<file path="config.mk">
export PLATFORM = sky130hd
export DESIGN_NAME = dfp_addsub_iter
export DESIGN_NICKNAME = d
export VERILOG_FILES = /design/src/rtl/dfp_addsub_iter_pkg.sv /design/src/rtl/BCDAddN.sv /design/src/rtl/BCDSubN.sv /design/src/rtl/dfp_addsub_iter.sv
export SDC_FILE = /design/constraint.sdc
export NUM_CORES = 2
export LEC_CHECK = 0
export BUFFER_PORTS_ARGS = -buffer_cell sky130_fd_sc_hd__buf_2
export CAP_MARGIN = 20
export CORE_MARGIN = 8
export CORE_UTILIZATION = 30
export DETAILED_ROUTE_END_ITERATION = 8
export SLEW_MARGIN = 20
export SYNTH_ARGS = -nofsm -noshare
export SYNTH_HDL_FRONTEND = slang
export SYNTH_HIERARCHICAL = 1
export SYNTH_SLANG_ARGS = --single-unit
</file>
<file path="constraint.sdc">
create_clock -name clk -period 59.2 [get_ports clk]
set_clock_uncertainty 0.2 [all_clocks]
set_input_delay 2.96 -clock clk [delete_from_list [all_inputs] [get_ports clk]]
set_output_delay 2.96 -clock clk [all_outputs]
set_load 0.01 [all_outputs]
</file>
<file path="src/rtl/dfp_addsub_iter_pkg.sv">
// Shared state encoding, rounding-mode constant and default quiet-NaN
// significand for the iterative decimal floating-point add/subtract core.
package dfp_addsub_iter_pkg;

    typedef enum logic [2:0] {
        S_IDLE,
        S_CMP,
        S_ALIGN,
        S_ADD,
        S_NEG,
        S_DONE
    } dfp_as_state_t;

    localparam logic [2:0] RM_RDN = 3'd3;

    // Widest significand field the NaN helper can build (N up to 64).
    localparam int SIGW_MAX = 4 * (64 + 2);

    // {carry, N digits, guard} with a single 9 in the significand MSD.
    function automatic logic [SIGW_MAX-1:0] qnan_sig(input int n);
        logic [SIGW_MAX-1:0] s;
        s = '0;
        s[4*n +: 4] = 4'h9;
        return s;
    endfunction

endpackage

</file>
<file path="src/rtl/BCDAddN.sv">
// Ripple-carry BCD adder over D digits; carry out of the top digit is
// dropped because callers keep a zero carry digit in both operands.
module BCDAddN #(
    parameter int D = 36
) (
    input  logic [4*D-1:0] a_i,
    input  logic [4*D-1:0] b_i,
    output logic [4*D-1:0] s_o
);

    logic       c;
    logic [4:0] t;

    always_comb begin
        c   = 1'b0;
        t   = '0;
        s_o = '0;
        for (int i = 0; i < D; i++) begin
            t = {1'b0, a_i[4*i +: 4]} + {1'b0, b_i[4*i +: 4]} + {4'b0, c};
            if (t > 5'd9) begin
                t = t + 5'd6;
                c = 1'b1;
            end else begin
                c = 1'b0;
            end
            s_o[4*i +: 4] = t[3:0];
        end
    end

endmodule

</file>
<file path="src/rtl/BCDSubN.sv">
// Ripple-borrow BCD subtractor over D digits: d = a - b, with the final
// borrow flagging a negative (ten's-complement) result.
module BCDSubN #(
    parameter int D = 36
) (
    input  logic [4*D-1:0] a_i,
    input  logic [4*D-1:0] b_i,
    output logic [4*D-1:0] d_o,
    output logic           bo_o
);

    logic       br;
    logic [4:0] t;

    always_comb begin
        br  = 1'b0;
        t   = '0;
        d_o = '0;
        for (int i = 0; i < D; i++) begin
            t = {1'b0, a_i[4*i +: 4]} - {1'b0, b_i[4*i +: 4]} - {4'b0, br};
            if (t[4]) begin
                t  = t + 5'd10;
                br = 1'b1;
            end else begin
                br = 1'b0;
            end
            d_o[4*i +: 4] = t[3:0];
        end
        bo_o = br;
    end

endmodule

</file>
<file path="src/rtl/dfp_addsub_iter.sv">
// Iterative decimal FP add/subtract: aligns one BCD digit per cycle and
// emits an unnormalised {carry, N digits, guard} result plus sticky.
module dfp_addsub_iter
    import dfp_addsub_iter_pkg::*;
#(
    parameter int N  = 34,
    parameter int EW = 14
) (
    input  logic                 clk,
    input  logic                 rst,
    input  logic                 ce,
    input  logic [2:0]           rm,
    input  logic                 i_valid,
    output logic                 i_ready,
    input  logic                 op,
    input  logic                 a_sign,
    input  logic                 b_sign,
    input  logic [EW-1:0]        a_exp,
    input  logic [EW-1:0]        b_exp,
    input  logic [N*4-1:0]       a_sig,
    input  logic [N*4-1:0]       b_sig,
    input  logic                 a_nan,
    input  logic                 b_nan,
    input  logic                 a_inf,
    input  logic                 b_inf,
    output logic                 o_valid,
    input  logic                 o_ready,
    output logic                 o_sign,
    output logic [EW-1:0]        o_exp,
    output logic [(N+2)*4-1:0]   o_sig,
    output logic                 o_sticky,
    output logic                 o_nan,
    output logic                 o_qnan,
    output logic                 o_inf
);

    localparam int W  = (N + 2) * 4;
    localparam int CW = $clog2(N + 2);

    dfp_as_state_t state_q, state_d;

    logic [W-1:0]  x_q, x_d, y_q, y_d;
    logic [EW-1:0] ea_q, ea_d, eb_q, eb_d, ex_q, ex_d;
    logic          sa_q, sa_d, sb_q, sb_d, op_q, op_d;
    logic          an_q, an_d, bn_q, bn_d, ai_q, ai_d, bi_q, bi_d;
    logic [2:0]    rm_q, rm_d;
    logic          xs_q, xs_d, ys_q, ys_d;
    logic [CW-1:0] k_q, k_d;
    logic          st_q, st_d;

    logic          sign_q, sign_d;
    logic [EW-1:0] exp_q, exp_d;
    logic [W-1:0]  sig_q, sig_d;
    logic          sticky_q, sticky_d;
    logic          nan_q, nan_d, qnan_q, qnan_d, inf_q, inf_d;

    logic          es, sbe, swap, fin, rsign, borrow;
    logic [EW-1:0] dexp;
    logic [CW-1:0] kk;
    logic [W-1:0]  sum, diff, sub_a, sub_b, res;

    assign es  = op_q ^ sa_q ^ sb_q;
    assign sbe = sb_q ^ op_q;

    // NEG reuses the single subtractor with its operands swapped.
    assign sub_a = (state_q == S_NEG) ? y_q : x_q;
    assign sub_b = (state_q == S_NEG) ? x_q : y_q;

    BCDAddN #(.D(N + 2)) u_add (
        .a_i (x_q),
        .b_i (y_q),
        .s_o (sum)
    );

    BCDSubN #(.D(N + 2)) u_sub (
        .a_i  (sub_a),
        .b_i  (sub_b),
        .d_o  (diff),
        .bo_o (borrow)
    );

    always_comb begin
        state_d  = state_q;
        x_d      = x_q;
        y_d      = y_q;
        ea_d     = ea_q;
        eb_d     = eb_q;
        ex_d     = ex_q;
        sa_d     = sa_q;
        sb_d     = sb_q;
        op_d     = op_q;
        an_d     = an_q;
        bn_d     = bn_q;
        ai_d     = ai_q;
        bi_d     = bi_q;
        rm_d     = rm_q;
        xs_d     = xs_q;
        ys_d     = ys_q;
        k_d      = k_q;
        st_d     = st_q;
        sign_d   = sign_q;
        exp_d    = exp_q;
        sig_d    = sig_q;
        sticky_d = sticky_q;
        nan_d    = nan_q;
        qnan_d   = qnan_q;
        inf_d    = inf_q;
        res      = '0;
        fin      = 1'b0;
        rsign    = xs_q;

        swap = eb_q > ea_q;
        dexp = swap ? (eb_q - ea_q) : (ea_q - eb_q);
        // Saturate: beyond N+1 digits the whole of Y lands in sticky anyway.
        kk   = (dexp > EW'(N + 1)) ? CW'(N + 1) : dexp[CW-1:0];

        unique case (state_q)
            S_IDLE: begin
                if (i_valid) begin
                    x_d     = {4'h0, a_sig, 4'h0};
                    y_d     = {4'h0, b_sig, 4'h0};
                    ea_d    = a_exp;
                    eb_d    = b_exp;
                    sa_d    = a_sign;
                    sb_d    = b_sign;
                    op_d    = op;
                    an_d    = a_nan;
                    bn_d    = b_nan;
                    ai_d    = a_inf;
                    bi_d    = b_inf;
                    rm_d    = rm;
                    state_d = S_CMP;
                end
            end
            S_CMP: begin
                sign_d   = 1'b0;
                exp_d    = '0;
                sig_d    = '0;
                sticky_d = 1'b0;
                nan_d    = 1'b0;
                qnan_d   = 1'b0;
                inf_d    = 1'b0;
                st_d     = 1'b0;
                if (an_q || bn_q) begin
                    nan_d   = 1'b1;
                    sig_d   = an_q ? x_q : y_q;
                    sign_d  = an_q ? sa_q : sb_q;
                    state_d = S_DONE;
                end else if (ai_q && bi_q && es) begin
                    qnan_d  = 1'b1;
                    sig_d   = W'(qnan_sig(N));
                    state_d = S_DONE;
                end else if (ai_q || bi_q) begin
                    inf_d   = 1'b1;
                    sign_d  = ai_q ? sa_q : sbe;
                    state_d = S_DONE;
                end else if (x_q == '0 && y_q == '0) begin
                    sign_d  = es ? (rm_q == RM_RDN) : sa_q;
                    state_d = S_DONE;
                end else begin
                    ex_d    = swap ? eb_q : ea_q;
                    x_d     = swap ? y_q : x_q;
                    y_d     = swap ? x_q : y_q;
                    xs_d    = swap ? sbe : sa_q;
                    ys_d    = swap ? sa_q : sbe;
                    k_d     = kk;
                    state_d = (kk == '0) ? S_ADD : S_ALIGN;
                end
            end
            S_ALIGN: begin
                st_d = st_q | (y_q[3:0] != 4'h0);
                y_d  = y_q >> 4;
                k_d  = k_q - CW'(1);
                if (k_q == CW'(1)) state_d = S_ADD;
            end
            S_ADD: begin
                if (!es) begin
                    res = sum;
                    fin = 1'b1;
                end else if (borrow) begin
                    state_d = S_NEG;
                end else begin
                    res = diff;
                    fin = 1'b1;
                end
            end
            S_NEG: begin
                res   = diff;
                rsign = ys_q;
                fin   = 1'b1;
            end
            S_DONE: begin
                if (o_ready) state_d = S_IDLE;
            end
            default: state_d = S_IDLE;
        endcase

        if (fin) begin
            state_d  = S_DONE;
            sig_d    = res;
            sticky_d = st_q;
            if (res == '0 && !st_q) begin
                exp_d  = '0;
                sign_d = es ? (rm_q == RM_RDN) : xs_q;
            end else begin
                exp_d  = ex_q;
                sign_d = rsign;
            end
        end
    end

    always_ff @(posedge clk or posedge rst) begin
        if (rst) begin
            state_q  <= S_IDLE;
            x_q      <= '0;
            y_q      <= '0;
            ea_q     <= '0;
            eb_q     <= '0;
            ex_q     <= '0;
            sa_q     <= 1'b0;
            sb_q     <= 1'b0;
            op_q     <= 1'b0;
            an_q     <= 1'b0;
            bn_q     <= 1'b0;
            ai_q     <= 1'b0;
            bi_q     <= 1'b0;
            rm_q     <= '0;
            xs_q     <= 1'b0;
            ys_q     <= 1'b0;
            k_q      <= '0;
            st_q     <= 1'b0;
            sign_q   <= 1'b0;
            exp_q    <= '0;
            sig_q    <= '0;
            sticky_q <= 1'b0;
            nan_q    <= 1'b0;
            qnan_q   <= 1'b0;
            inf_q    <= 1'b0;
        end else if (ce) begin
            state_q  <= state_d;
            x_q      <= x_d;
            y_q      <= y_d;
            ea_q     <= ea_d;
            eb_q     <= eb_d;
            ex_q     <= ex_d;
            sa_q     <= sa_d;
            sb_q     <= sb_d;
            op_q     <= op_d;
            an_q     <= an_d;
            bn_q     <= bn_d;
            ai_q     <= ai_d;
            bi_q     <= bi_d;
            rm_q     <= rm_d;
            xs_q     <= xs_d;
            ys_q     <= ys_d;
            k_q      <= k_d;
            st_q     <= st_d;
            sign_q   <= sign_d;
            exp_q    <= exp_d;
            sig_q    <= sig_d;
            sticky_q <= sticky_d;
            nan_q    <= nan_d;
            qnan_q   <= qnan_d;
            inf_q    <= inf_d;
        end
    end

    assign i_ready  = (state_q == S_IDLE);
    assign o_valid  = (state_q == S_DONE);
    assign o_sign   = sign_q;
    assign o_exp    = exp_q;
    assign o_sig    = sig_q;
    assign o_sticky = sticky_q;
    assign o_nan    = nan_q;
    assign o_qnan   = qnan_q;
    assign o_inf    = inf_q;

endmodule

</file>
==> metrics.log <==
INFO  metric synth.net_count = 7236
INFO  metric drive_gt1_share = 18.6%
INFO  metric start_util = 30.1%
INFO  metric worst_path_required_time = 59.55 ns
INFO  metric cp_common_cell = sky130_fd_sc_hd__inv_2
INFO  metric path_max_fanout = 7
INFO  metric cts.root.buffer_cell = sky130_fd_sc_hd__clkbuf_16
INFO  metric gp_congestion = 0.948
INFO  metric postSynthRegisterBits = 515
INFO  metric number_of_global_route_vias_before_repair = 47.9k
INFO  metric initial_antenna_violation_count = 16
INFO  metric die-width = 424 um
INFO  metric post_detailed_placement_half_perimeter_wirelength = 163000 um
INFO  metric critical-path-top-delay-family = adder cells
INFO  metric synth_sequential_area_ratio = 25.8%
INFO  metric grt_start_max_net_pins = 208
INFO  metric die-height = 424 um
INFO  metric multi_input_area = 34400 um^2
INFO  metric number_of_enable_flip_flop_cells_after_synthesis = 0
INFO  metric register_cell_area_after_layout = 12900 um^2
INFO  metric io_buffers = 479
INFO  metric worst_pin_slew = 1.23 ns
INFO  metric number_of_instances_in_the_placed_design = 8854
INFO  metric area_growth = 17.4%
INFO  metric synth_warnings = 6
INFO  metric worst-path-buf-inv = 72
INFO  metric layout.filler_cells = 17.3k
INFO  metric fmax = 16.7 MHz
INFO  metric clkSinkCount = 515
INFO  metric drt-pass1-iter-count = 9
INFO  metric setup_viol_count_final = 16
INFO  metric fp-row-count = 150
INFO  metric hold-worst-slack = 0.274 ns
INFO  metric grt_usage = 22.6%
INFO  metric cell_count_after_synthesis = 6319
INFO  metric die_ar = 180000 um^2
INFO  metric synthesis.area = 50000 um^2
INFO  metric coreArea = 166000 um^2
INFO  metric slowest_delay = 0.53 ns
INFO  metric setup_ws = -0.701 ns
INFO  metric detail_route.iter0.violations = 4446
INFO  metric type_of_origin_of_the_critical_path = flop
INFO  metric post_drt_wl_per_cell = 23.5 um
INFO  metric holdBufCountCts = 0
INFO  metric max_cap_viol_count = 0
INFO  metric routed-via-count = 49.0k
INFO  metric number_of_design_rule_violations_left_after_detail_routing = 5
INFO  metric vias_per_cell = 5.42
INFO  metric htree_levels = 3
INFO  metric route.antenna.remaining_nets = 0
INFO  metric finalCoreUtilization = 35.3%
INFO  metric end_kind = flop
INFO  metric globalRoute.totalOverflow = 0
INFO  metric synth_flop_cell = sky130_fd_sc_hd__dfrtp_1
INFO  metric layout.nets = 7704
INFO  metric clock_slew_at_the_register_clock_pins_of_the_worst_setup_and_hold_paths = 0.06 ns
INFO  metric cts-buffers-inserted = 66
INFO  metric grt_pass1_wl = 312000 um
INFO  metric crit_arrival = 60.26 ns
INFO  metric clockBufferDepth = 3
INFO  metric post_synth.cell_area_avg = 7.92 um^2
INFO  metric tritoncts = built
INFO  metric run_status = finished with violations
INFO  metric failed_checks = design-rule violations, negative setup slack
INFO  metric timing_max_transition_violations_final = 0
INFO  metric post-route-min-period = 59.90 ns
INFO  metric standard_cell_with_the_maximum_stage_delay_on_the_critical_path = sky130_fd_sc_hd__fa_2
INFO  metric routed_wirelength = 213000 um
INFO  metric worstSkewPairLatency = 0.68 ns
INFO  metric boundaryPins = 480
INFO  metric timing.max_slew.rel_slack = 18.2%
INFO  metric final.period_utilization = 101%
INFO  metric async_reset_ff_share = 100%
INFO  metric stdcell_count = 9043
INFO  metric finalHoldViolCount = 0
INFO  metric timing.setup.critical_path_class = flop to flop
INFO  metric postPlaceCellArea = 55800 um^2
INFO  metric grt_setup_unrepaired = true
INFO  metric final_area = 58700 um^2
INFO  metric hold_path.class = flop to flop
INFO  metric synth_cell_types = 73
repair_timing:
item	4_1_cts	5_1_grt
pin swaps	13	27
resized for setup	52	55
endpoints found under the setup margin	18	22
gates cloned	1	0
buffers inserted	44	24
final timing paths:
| check | startpoint | end | slack [ns] | cells past startpoint |
|---|---|---|---|---|
| hold / removal | o_sig[39] | o_sig[39] | 0.27 | 2 |
| max in group asynchronous | rst | y_q[19] | 53.60 | 5 |
| setup reg to reg | x_q[0] | o_exp[1] | -0.70 | 298 |
| min in group asynchronous | rst | y_q[89] | 2.19 | 2 |
| setup / recovery | x_q[0] | o_exp[1] | -0.70 | 298 |
| hold reg to reg | o_sig[39] | o_sig[39] | 0.27 | 2 |
synth_stat cells, types with 77 or more instances:
cell type                  count  area, um^2
sky130_fd_sc_hd__a222oi_1    119        1190
sky130_fd_sc_hd__xnor2_1     188        1650
sky130_fd_sc_hd__nor4_1      133         832
sky130_fd_sc_hd__fa_1        144        2880
sky130_fd_sc_hd__nor2_1      418        1570
sky130_fd_sc_hd__a21oi_1     166         831
sky130_fd_sc_hd__o21ai_0     256        1280
sky130_fd_sc_hd__nand2_1    1484        5570
sky130_fd_sc_hd__xor2_1       77         674
sky130_fd_sc_hd__mux2_2      152        1710
sky130_fd_sc_hd__dfrtp_1     515       12900
sky130_fd_sc_hd__a22oi_1     156        1170
sky130_fd_sc_hd__clkbuf_1    276        1040
sky130_fd_sc_hd__a31oi_1     356        2230
sky130_fd_sc_hd__ha_1        458        5730
sky130_fd_sc_hd__inv_1       544        2040
metal layers:
metal	GRT usage, %	wire [um]
met5	0	48
met4	16.3	18100
met3	2.79	10500
met2	38.1	101000
met1	26.6	83300
kinds of logic (layout without fill, tap and decap cells):
| kind of cell | count (synthesis) | after routing | synth area share, % |
|---|---|---|---|
| AO/OA/AOI/OAI | 1415 | 1415 | 19.2 |
| XOR/XNOR | 267 | 267 | 4.73 |
| adder cells (fa/ha/maj) | 602 | 602 | 17.2 |
| buffers and inverters | 882 | 1395 | 6.74 |
| flip-flops | 515 | 515 | 25.8 |
| multiplexers | 226 | 226 | 5.22 |
| other | 0 | 6 | 0 |
| AND/OR/NAND/NOR | 2412 | 2413 | 21.1 |
stage by stage:
stage | TNS, ns | setup slack, ns
6_report | -10.46 | -0.701
2_1_floorplan | 0 | 0.00269
3_5_place_dp | -17.18 | -1.19
5_1_grt | -55.06 | -3.23
4_1_cts | -6.10 | -0.413
3_3_place_gp | 0 | 0.0650
flip-flops by register name, indices dropped and copies added, names as in the netlist, 3 cells and up:
signal / cells
o_sig: 144
k_q: 6
state_q: 3
o_exp: 14
rm_q: 3
y_q: 144
ea_q: 14
ex_q: 14
x_q: 144
eb_q: 14
layout by cell type (no fill, tap or decap), drive strengths merged, types with 134 or more instances in the layout:
cell and instances:
inv 548, xnor2 188, nand2 1484, ha 458
a22oi 156, buf 737, fa 144, mux2 184
dfrtp 515, nor4 134, a21oi 167, o21ai 265
a31oi 356, nor2 420
worst register-to-register path: cells and delay by family (launching register included):
family	cells	cell delay [ns]
adder cells (fa/ha/maj)	106	32.84
AO/OA/AOI/OAI	73	16.29
buffers and inverters	72	5.63
AND/OR/NAND/NOR	44	3.79
XOR/XNOR	3	0.65
flip-flops	1	0.36
cell type report:
cell class,instances,share of cell area (%)
antenna,6,0.0256
clock buffer,92,3.29
clock inverter,22,0.439
inverter,544,3.49
multi-input combinational,4923,58.6
sequential,515,22.0
tap,2204,4.70
timing repair buffer,737,7.51
Power is left out: the tool's default activity adds up to more than one toggle a clock period on the data nets, which glitch-free logic cannot reach.
